<file path="config.mk">
export PLATFORM = sky130hd
export DESIGN_NAME = tick_bcd_counter
export DESIGN_NICKNAME = d
export VERILOG_FILES = /design/src/rtl/tick_bcd_counter.sv
export SDC_FILE = /design/constraint.sdc
export NUM_CORES = 1
export LEC_CHECK = 0
export ABC_AREA = 0
export BUFFER_PORTS_ARGS = -buffer_cell sky130_fd_sc_hd__buf_2
export CAP_MARGIN = 10
export CELL_PAD_IN_SITES_DETAIL_PLACEMENT = 1
export CELL_PAD_IN_SITES_GLOBAL_PLACEMENT = 2
export CORE_MARGIN = 5
export CORE_UTILIZATION = 39
export CTS_CLUSTER_SIZE = 28
export DETAILED_ROUTE_END_ITERATION = 16
export GPL_TIMING_DRIVEN = 0
export PLACE_DENSITY = 0.95
export RECOVER_POWER = 100
export SLEW_MARGIN = 0
export SYNTH_ARGS = -nofsm -noshare
export SYNTH_HDL_FRONTEND = slang
export SYNTH_HIERARCHICAL = 1
export SYNTH_SLANG_ARGS = --single-unit
export TNS_END_PERCENT = 30
</file>
<file path="constraint.sdc">
create_clock -name clk -period 14.5 [get_ports clk]
set_clock_uncertainty 0.2 [all_clocks]
set_input_delay 2.9 -clock clk [delete_from_list [all_inputs] [get_ports clk]]
set_output_delay 2.9 -clock clk [all_outputs]
set_load 0.005 [all_outputs]
</file>
<file path="src/rtl/tick_bcd_counter.sv">
// Four-digit BCD up/down tick counter with a parallel binary copy, clear, load and wrap pulse.
// Digits step through a ripple carry/borrow chain; the binary copy runs as its own counter.

module bcd_digit_step (
  input  logic       en_i,
  input  logic       down_i,
  input  logic [3:0] d_i,
  output logic [3:0] d_o,
  output logic       cy_o
);
  always_comb begin
    d_o  = d_i;
    cy_o = 1'b0;
    if (en_i) begin
      if (!down_i) begin
        if (d_i >= 4'd9) begin
          d_o  = 4'd0;
          cy_o = 1'b1;
        end else begin
          d_o = d_i + 4'd1;
        end
      end else begin
        if (d_i == 4'd0) begin
          d_o  = 4'd9;
          cy_o = 1'b1;
        end else begin
          d_o = d_i - 4'd1;
        end
      end
    end
  end
endmodule

module tick_bcd_counter #(
  parameter int N_DIGITS = 4,
  parameter int BIN_W    = 14
) (
  input  logic                  clk,
  input  logic                  rst,
  input  logic                  i_tick,
  input  logic                  i_clear,
  input  logic                  i_mode,
  input  logic                  i_load,
  input  logic [4*N_DIGITS-1:0] i_load_bcd,
  output logic [4*N_DIGITS-1:0] o_bcd,
  output logic [BIN_W-1:0]      o_count_bin,
  output logic                  o_wrap
);
  localparam int MAX_CNT = 10**N_DIGITS - 1;

  logic [N_DIGITS-1:0][3:0] bcd_q, bcd_d, step_bcd, load_sat;
  logic [N_DIGITS:0]        en_chain;
  logic [BIN_W-1:0]         bin_q, bin_d, bin_step, load_bin;
  logic                     wrap_q, wrap_d;

  // en_chain[g] is high when every digit below g rolls over on this tick
  assign en_chain[0] = 1'b1;

  for (genvar g = 0; g < N_DIGITS; g++) begin : g_digit
    bcd_digit_step u_step (
      .en_i   (en_chain[g]),
      .down_i (i_mode),
      .d_i    (bcd_q[g]),
      .d_o    (step_bcd[g]),
      .cy_o   (en_chain[g+1])
    );
    assign load_sat[g] = (i_load_bcd[4*g +: 4] > 4'd9) ? 4'd9 : i_load_bcd[4*g +: 4];
  end

  always_comb begin
    load_bin = '0;
    for (int i = N_DIGITS - 1; i >= 0; i--)
      load_bin = load_bin * BIN_W'(10) + BIN_W'(load_sat[i]);
  end

  always_comb begin
    bin_step = bin_q;
    if (!i_mode) bin_step = (bin_q == BIN_W'(MAX_CNT)) ? '0 : bin_q + BIN_W'(1);
    else         bin_step = (bin_q == '0) ? BIN_W'(MAX_CNT) : bin_q - BIN_W'(1);
  end

  always_comb begin
    bcd_d  = bcd_q;
    bin_d  = bin_q;
    wrap_d = 1'b0;
    if (i_clear) begin
      bcd_d = '0;
      bin_d = '0;
    end else if (i_load) begin
      bcd_d = load_sat;
      bin_d = load_bin;
    end else if (i_tick) begin
      bcd_d  = step_bcd;
      bin_d  = bin_step;
      wrap_d = en_chain[N_DIGITS];
    end
  end

  always_ff @(posedge clk) begin
    if (rst) begin
      bcd_q  <= '0;
      bin_q  <= '0;
      wrap_q <= 1'b0;
    end else begin
      bcd_q  <= bcd_d;
      bin_q  <= bin_d;
      wrap_q <= wrap_d;
    end
  end

  assign o_bcd       = bcd_q;
  assign o_count_bin = bin_q;
  assign o_wrap      = wrap_q;
endmodule

</file>
* Yosys cells after proc, flatten, opt, wreduce, memory -nomap -nowiden
Cells that the tools add are included.
Storage, ports and cells: output and inout bits 31, logic and storage cells 87, register bits 31
Cells by class: multiply operators 3, equality and inequality tests 1, magnitude comparators 8, bitwise operators 2, mux-type cells 40, reductions and logical operators 14, add/subtract/negate cells 13
Operators by type and width (number):
- two-way mux 4 bit | 19
- two-way mux 14 bit | 5
- two-way mux 16 bit | 2
- adder 4 x 1 -> 4 bit, second input constant | 4
- greater-or-equal comparator 4 bit, second input constant | 4
- greater-than comparator 4 bit, second input constant | 4
- zero test 4 bit | 4
- subtractor 4 x 1 -> 4 bit, second input constant | 4
- adder 13 x 4 -> 14 bit | 1
- adder 14 x 1 -> 14 bit, second input constant | 1
- adder 14 x 4 -> 14 bit | 1
- == test 14 bit, second input constant | 1
- zero test 14 bit | 1
- multiplier 14 x 3 -> 13 bit, second input constant | 1
- two-way mux 1 bit | 14
- subtractor 14 x 1 -> 14 bit, second input constant | 1
- multiplier 9 x 3 -> 12 bit, second input constant | 1
- adder 8 x 4 -> 9 bit | 1
- nonzero test 2 bit | 4
- multiplier 4 x 3 -> 7 bit, second input constant | 1
- AND reduction 2 bit | 3
- OR reduction 5 bit | 1
- NOT 1 bit | 2
- OR reduction 2 bit | 1

* Logic depth before layout (Yosys ltp)
Gate-level depths: netlist of the first run.
depth in word-level cells 9, depth in mapped cells 29, depth with buffers taken out 28

* Cells and area by module
Netlist of the first run, hierarchy kept.
Modules (own cells, without submodules):
- tick_bcd_counter | instances 1, cells an instance 522, seq. area each 620.6 um^2, area each 4062.6 um^2
- bcd_digit_step | instances 4, cells an instance 44, seq. area each 0.0 um^2, area each 310.3 um^2

* Worst setup path after synthesis of the first run
Ideal clock, no wire load.
path kind input to register, start in i_load_bcd[15], end reg bin_q[13], in the netlist o_count_bin[13], setup slack 5.972 ns, data required time 14.169 ns, library setup time 0.131 ns, arrival time 8.197 ns, stages on the path 26, cell sequence buf_6 > and2b_2 > ha_1 > ha_1 > inv_1 > fa_1 > a2111o_1 > xnor2_1 > ha_1 > ha_1 > o21ai_0 > nor2_1 > o311ai_1 > nand3_1 > xnor2_1 > ha_1 > ha_1 > clkbuf_1 > o211ai_1 > a211oi_1 > nor2_1 > xnor2_1 > nand4_1 > xnor2_2 > xnor2_1 > a21oi_1
Between the ends: longest elaborated chain between the ends 9
Ends and longest elaborated chain:
- start, declared | RTL line 44 | input logic [4*N_DIGITS-1:0] i_load_bcd,
- greater-than comparator 4 bit | RTL line 67 | assign load_sat[g] = (i_load_bcd[4*g +: 4] > 4'd9) ? 4'd9 : i_load_bcd[4*g +: 4];
- two-way mux 4 bit (*) | RTL line 67
- multiplier 4 x 3 -> 7 bit (*) | RTL line 73 | load_bin = load_bin * BIN_W'(10) + BIN_W'(load_sat[i]);
- adder 8 x 4 -> 9 bit (*) | RTL line 73
- multiplier 9 x 3 -> 12 bit (*) | RTL line 73
- adder 13 x 4 -> 14 bit (*) | RTL line 73
- multiplier 14 x 3 -> 13 bit (*) | RTL line 73
- adder 14 x 4 -> 14 bit (*) | RTL line 73
- two-way mux 14 bit (*) | RTL line 89 | end else if (i_load) begin
- end signal, assigned | RTL line 106 | bin_q <= bin_d;
- end, declared | RTL line 53 | logic [BIN_W-1:0] bin_q, bin_d, bin_step, load_bin;
Mark *: on every way between the ends. The rest lies on a longest branch, timed or not. A chain may end at the register's enable or synchronous reset.

* Final worst setup path of the first run
start in i_load_bcd[13], end reg bin_q[13], in the netlist o_count_bin[13]
The elaborated chain is that of the path after synthesis.

==> metrics.yaml, run 1 <==
routing:
  drt_wl_total_um: 17250
  wire_per_inst_um: 18.49
  vias: 5470
  dr.pass1.iters: 4
  viasPerCell: 5.863
  drt-initial-drc-count: 319
  ant_nets: 0
  drc: 0
power:
  leakagePower_nw: 2.512
  p_per_area_nw_per_um2: 208.6
  finalPower_w: 0.001230
  peakVddDrop_mv: 0.1616
grt:
  grt_use_total_pct: 21.13
  grt_pass1_wl_um: 28560
  antenna_found_initial: 0
  grt_pass1_vias: 5637
  grt-ovfl-total: 0
  grt_max_degree: 33
sta:
  rsz0062_at_grt: "no"
  fin_crit_sh_pct: 63.40
  fmax_ghz: 0.1088
  finalSetupTns_ns: 0
  finalHoldViolCount: 0
  setup_slack_ns: 5.307
  setup_violations: 0
  slew_headroom_pct: -7.560
  worst_pin_slew_ns: 1.613
  slew_viol_final: 33
  layout_min_cycle_time_ns: 9.193
place:
  pre_cts_ws_ns: 5.029
  dpl.hpwl_um: 13670
  port_buffers: 50
  routabilityCongestion: 0.9015
  dpl_cell_area_sq_um: 5778
setup_path:
  cp.required_ns: 14.46
  crit_family: "adder cells"
  end_kind: "flip-flop"
  crit_path_max_fanout: 9
  worst_path_most_repeated_cell: "ha_1"
  cp.depth: 27
  path_class: "in -> reg"
  cp_num_buf_inv: 3
  slowest_delay_ns: 0.48
  start_kind: "input port"
  cp_slowest_cell: "o311ai_1"
  cp.arrival_ns: 9.15
  r2r_cells: 17
layout:
  diodes: 0
  nFillCells: 1701
  final_cell_area_sq_um: 5894
  syn2layout_area_growth_pct: 11.13
  drive_gt1_share_pct: 13.61
  nets: 846
  fin_util_pct: 44.33
synthesis:
  synth_top_cell_area_share_pct: 14.86
  synth_edf_count: 0
  synthArstFlopShare_pct: 0
  yosysWarnings: 6
  synthTopCellsByCount: "nor2_1 (66), ha_1 (63), nand2_1 (44)"
  synth.most_common_cell: "nor2_1"
  postSynthAreaPerCell_sq_um: 7.599
  yosysSeqAreaShare_pct: 11.70
  syn_area_sq_um: 5304
  ys_seq_elements: 31
  synth.area.top_cells: "ha_1 (15%), dfxtp_1 (12%), nor2_1 (4.7%)"
  synth_top_area_cell: "ha_1"
  synthDistinctLibCells: 86
  syn_inst: 698
  yosys_most_used_dff: "dfxtp_1"
floorplan:
  row_count: 42
  start_util_pct: 39.89
  die_width_um: 126.6
  coreArea_sq_um: 13300
  ioPinCount: 53
  dieHeight_um: 126.6
  die-area_sq_um: 16030
cts:
  clkSinkCount: 31
  ctsHoldBuffers: 0
  clockBufferDepth: 2
  clock-root-buffer: "clkbuf_16"
  clk_latency_ns: 0.28
  cts_resized: 0
  cts_buffers: 5
  postCtsSetupBuffers: 0
  htreeDepth: 2
  cts_tree: "built"
  path_clk_slew_ns: 0.06
worst_hold_path:
  hold_path_class: "reg -> reg"
  hold_depth: 2
run:
  drv_cap: 1
status:
  status: "finished with violations"
  failed_checks: "max-capacitance violations, max-slew violations"
-- layout make-up --
| cell class | count | area (sq um) | share of cell area [%] |
|---|---|---|---|
| Buffer | 43 | 251.5 | 4.267 |
| Clock buffer | 8 | 156.4 | 2.653 |
| Inverter | 41 | 153.9 | 2.611 |
| Multi-Input combinational cell | 584 | 4259 | 72.26 |
| Sequential cell | 31 | 620.6 | 10.53 |
| Tap cell | 176 | 220.2 | 3.736 |
| Timing Repair Buffer | 50 | 232.7 | 3.948 |
-- cells in the final DEF, fill, tap and decap left out, types with 21 or more instances in the layout --
cell	synthesis	routed
clkbuf_1	20	38
a211oi_1	21	21
nor2_1	66	66
mux2i_1	21	21
o21ai_0	28	29
ha_1	63	63
buf_2	8	41
nand3_1	21	22
a21oi_1	41	41
dfxtp_1	31	31
inv_1	40	40
nand2_1	44	44
-- logic make-up (layout without fill, tap and decap cells) --
kind of cell    after synthesis  in the layout  synth area share [%]
simple gates                250            250                 26.33
buf+inv                      84            142                 7.714
xor+xnor                     37             37                 6.252
mux                          22             22                 4.175
fa+ha+maj                    68             68                 16.75
other cells                   2              3                0.1416
flops                        31             31                 11.70
compound gates              204            204                 26.94
-- flip-flops by register name, indices dropped and copies added (netlist names) --
register and count:
o_bcd 16, o_count_bin 14, o_wrap 1
-- final timing paths --
| kind | to | slack [ns] | start |
|---|---|---|---|
| worst max-delay path | o_count_bin[13]$_SDFFE_PP0P_ | 5.31 | i_load_bcd[13] |
| worst min-delay path | o_bcd[2]$_SDFFE_PP0P_ | 0.42 | o_bcd[2]$_SDFFE_PP0P_ |
| worst max register to register | o_bcd[15]$_SDFFE_PP0P_ | 10.06 | o_bcd[0]$_SDFFE_PP0P_ |
| worst min register to register | o_bcd[2]$_SDFFE_PP0P_ | 0.42 | o_bcd[2]$_SDFFE_PP0P_ |
-- worst min-delay path: cells and delay by family, from the launching register on --
kind | cells | cell delay, ns
AO/OA/AOI/OAI | 1 | 0.09
flip-flops | 1 | 0.34
multiplexers | 1 | 0.14
-- routing by layer --
layer  wire (um)  global-route usage, %
met1        7854                  27.28
met2        8419                  38.11
met3         674                  1.723
met4         305                  4.921
met5           0                      0
-- report_power, final --
group	total, W	internal [W]	switching (W)	leakage (nW)
registers	0.000113	0.0000970	0.0000165	0.254
clock network	0.000111	0.0000731	0.0000382	0.0772
logic	0.00101	0.000404	0.000602	2.18
total	0.00123	0.000574	0.000656	2.51
-- metrics by stage --
stage	std cells	hold WS, ns
after floorplan	699	0.3624
after global placement	925	0.3956
after detailed placement	925	0.4046
after CTS	933	0.4209
after global routing	933	0.4603
final	933	0.4216
Note: power is estimated with default switching activity, not from simulation.
==> run 2, diff against run 1 <==
- ABC_AREA: 0 -> 1
- CORE_UTILIZATION: 39 -> 33
- PLACE_DENSITY: 0.95 -> 0.93
- clock period: 14.5 -> 8.83 ns (I/O delays scaled with it)
==> run 2 against run 1 <==
Effect of this change:
- the run now ends clean
- worst setup slack got worse by 3.8 ns
- design area is 0.30% higher
- synthesized area decreased by 0.83%
- first-iteration DRC count decreased by 22%
- non-clock buffer count shrank 21
- synthesized cell count up 23%
- total power is 52% higher
- wire length fell by 10%
- clock-buffer cell count is 3 lower
- global-route usage is 3.8 points lower
- hold slack got worse by 0.061 ns
- critical path depth increased by 5
- critical endpoint unchanged
==> metrics.yaml, run 2 <==
status:
  status: "completed"
synthesis:
  synth_edf_count: 0  # unchanged
  synthSimpleGateAreaFrac_pct: 37.70  # +11 points
  yosysWarnings: 6  # unchanged
  synthArstFlopShare_pct: 0  # unchanged
  synth_top_cell_area_share_pct: 15.98  # +1.1 points
  syn_area_sq_um: 5260  # -0.83%
  postSynthAreaPerCell_sq_um: 6.116  # -20%
  synth_top_area_cell: "nand2_1"
  synthDistinctLibCells: 53  # -38%
  synth_fa_ha_area_share_pct: 16.89  # +0.14 points
  synth_top_family_by_area: "simple AND/OR/NAND/NOR gates"
  synth_compound_area_share_pct: 13.73  # -13 points
  yosys_most_used_dff: "dfxtp_1"
  synth.area.mux_share_pct: 0  # -4.2 points
  syn_inst: 860  # +23%
  synthXorXnorAreaFrac_pct: 6.779  # +0.53 points
  synth.area.top_cells: "nand2_1 (16%), ha_1 (15%), dfxtp_1 (12%)"
  synthTopCellsByCount: "nand2_1 (224), inv_1 (123), nor2_1 (87)"
  synth.most_common_cell: "nand2_1"
  ys_seq_elements: 31  # unchanged
  yosysSeqAreaShare_pct: 11.80  # +0.097 points
layout:
  layout_common_cells: "nand2_1 (225), inv_1 (124), nor2_1 (90), ha_1 (63), nand3_1 (61)"
  syn2layout_area_growth_pct: 12.39
  final_common_cell: "nand2_1"
  nFillCells: 2201  # +29%
  final_cell_area_sq_um: 5912  # +0.30%
  diodes: 0  # unchanged
  drive_gt1_share_pct: 12.51  # -1.1 points
  nets: 1016  # +20%
  largest_register_ffs: 16  # unchanged
cts:
  postCtsSetupBuffers: 0  # unchanged
  clkSinkCount: 31  # unchanged
  path_clk_slew_ns: 0.05  # about the same
  clock-root-buffer: "clkbuf_16"
  clockBufferDepth: 2  # unchanged
  cts_tree: "built"
  htreeDepth: 2  # unchanged
  cts_buffers: 5  # unchanged
  cts_resized: 0  # unchanged
  clk_latency_ns: 0.28  # about the same
  ctsHoldBuffers: 0  # unchanged
routing:
  drc: 0  # unchanged
  wire_per_inst_um: 13.55  # -27%
  dr.pass1.iters: 4  # unchanged
  vias: 5496  # +0.48%
  drt_wl_total_um: 15490  # -10%
  ant_nets: 0  # unchanged
  drt-initial-drc-count: 250  # -22%
  viasPerCell: 4.808  # -18%
setup_path:
  slowest_delay_ns: 0.60  # +0.12 ns
  r2r_cells: 16  # -1
  end_kind: "flip-flop"
  r2r-end: "o_bcd[13]$_SDFFE_PP0P_"
  r2r-start: "o_bcd[0]$_SDFFE_PP0P_"
  cp.arrival_ns: 7.31  # -1.84 ns
  worstSetupEndpoint: "o_count_bin[13]$_SDFFE_PP0P_"
  crit_path_max_fanout: 7  # -2
  ff2ff_setup_slack_ns: 5.44  # -4.62 ns
  cp_slowest_cell: "fa_1"
  cp.required_ns: 8.81  # -5.65 ns
  worst_path_most_repeated_cell: "nand2_1"
  crit_start: "i_load_bcd[15]"
  start_kind: "input port"
  path_class: "in -> reg"
floorplan:
  die_width_um: 136.3  # +7.6%
  die-area_sq_um: 18560  # +16%
  start_util_pct: 33.35  # -6.5 points
  dieHeight_um: 136.3  # +7.6%
  ioPinCount: 53  # unchanged
  row_count: 46  # +9.5%
  coreArea_sq_um: 15770  # +19%
power:
  p_per_area_nw_per_um2: 316.2  # +52%
  p_seq_share_pct: 9.9  # +0.7 points
  peakVddDrop_mv: 0.2028  # +26%
  combPwrFrac_pct: 81.0  # -0.7 points
  switching_share_pct: 56.17  # +2.8 points
  p_int_w: 0.0008195  # +43%
  p_clk_share_pct: 9.1  # about the same
  leakagePower_nw: 3.069  # +22%
  power.switching_w: 0.001050  # +60%
run:
  drv_cap: 0  # -1
grt:
  grt_util_met1_pct: 23.57  # -3.7 points
  grt_use_total_pct: 17.35  # -3.8 points
  use_met3_pct: 1.036  # -0.69 points
  antenna_found_initial: 0  # unchanged
  grt_pass1_vias: 5524  # -2.0%
  grt_pass1_wl_um: 26810  # -6.1%
  grt_max_degree: 22  # -33%
  grt_util_met2_pct: 30.68  # -7.4 points
  grt-ovfl-total: 0  # unchanged
  gr-max-usage-layer: "met2"
sta:
  worst_pin_slew_ns: 1.062  # -0.5518 ns
  fmax_ghz: 0.1364
  finalSetupTns_ns: 0  # unchanged
  fin_crit_sh_pct: 83.00
  slew_viol_final: 0  # -100%
  finalHoldViolCount: 0  # unchanged
  rsz0062_at_grt: "no"
  setup_violations: 0  # unchanged
  layout_min_cycle_time_ns: 7.329
  slew_headroom_pct: 29.23  # +37 points
worst_hold_path:
  hold_path_class: "reg -> reg"
place:
  dpl_cell_area_sq_um: 5817  # +0.67%
  dpl.hpwl_um: 13030  # -4.7%
  routabilityCongestion: 0.8584  # -4.8%
  port_buffers: 52  # +4.0%
run 2: changes by cell type after synthesis, sizes merged, moves of 9 or more:
cell,delta
a211oi,-22
buf,-14
nand2b,-12
inv,+99
nor2,+38
nor2b,-20
mux2i,-21
clkbuf,-9
or2,-10
nand2,+191
nand3,+47
run 2: cell families (layout without fill, tap and decap cells):
logic type | count (synthesis) | in the layout
fa+ha+maj | 68 | 68
flops | 31 | 31
xor+xnor | 39 | 39
compound gates | 120 | 120
simple gates | 439 | 439
other cells | 2 | 9
buf+inv | 161 | 221
run 2: area by class of cell:
class                           count  area [sq um]  share of cell area (%)
Sequential cell                    31         620.6                   10.50
Clock buffer                        5         125.1                   2.116
Buffer                             20         122.6                   2.074
Multi-Input combinational cell    675          3958                   66.94
Inverter                          141         559.3                   9.460
Clock inverter                      3         15.01                  0.2540
Tap cell                          216         270.3                   4.571
Timing Repair Buffer               52         241.5                   4.085
run 2: worst min-delay path by stage:
stage,start,endpoint,slack (ns),depth (start not counted)
floorplan,o_count_bin[1]$_SDFFE_PP0P_,o_count_bin[1]$_SDFFE_PP0P_,0.32,2
global placement,o_count_bin[1]$_SDFFE_PP0P_,o_count_bin[1]$_SDFFE_PP0P_,0.34,2
detailed placement,o_count_bin[1]$_SDFFE_PP0P_,o_count_bin[1]$_SDFFE_PP0P_,0.36,2
CTS,o_count_bin[1]$_SDFFE_PP0P_,o_count_bin[1]$_SDFFE_PP0P_,0.37,2
global route,o_count_bin[3]$_SDFFE_PP0P_,o_count_bin[3]$_SDFFE_PP0P_,0.41,2
finish,o_count_bin[1]$_SDFFE_PP0P_,o_count_bin[1]$_SDFFE_PP0P_,0.36,2
run 2: worst max-delay path, delay by kind of cell:
kind / cells / cell delay, ns
xor+xnor: 2 / 0.45
fa+ha+maj: 6 / 2.24
compound gates: 3 / 0.71
simple gates: 16 / 1.64
buf+inv: 5 / 0.49
run 2: metrics by stage:
stage	util [%]	power [W]	hold WS, ns	setup slack, ns	instances
floorplan	-	0.001433	0.3218	2.296	867
global placement	36.89	0.001726	0.3414	1.433	1135
detailed placement	36.89	0.001751	0.3584	1.367	1135
CTS	37.77	0.001940	0.3673	1.640	1143
global route	37.49	0.002127	0.4076	0.7605	1143
finish	37.49	0.001870	0.3610	1.501	1143
run 2: power groups by stage:
stage	sequential (W)	clock, W	combinational (W)
floorplan	0.000181	0	0.00125
global placement	0.000187	0	0.00154
detailed placement	0.000187	0	0.00156
CTS	0.000184	0.000173	0.00158
global route	0.000188	0.000181	0.00176
finish	0.000184	0.000170	0.00152
run 2: metal layers:
metal,up-vias,wire length [um]
li1,2883,-
met1,2548,7492
met2,57,7441
met3,8,454
met4,0,104
met5,-,0
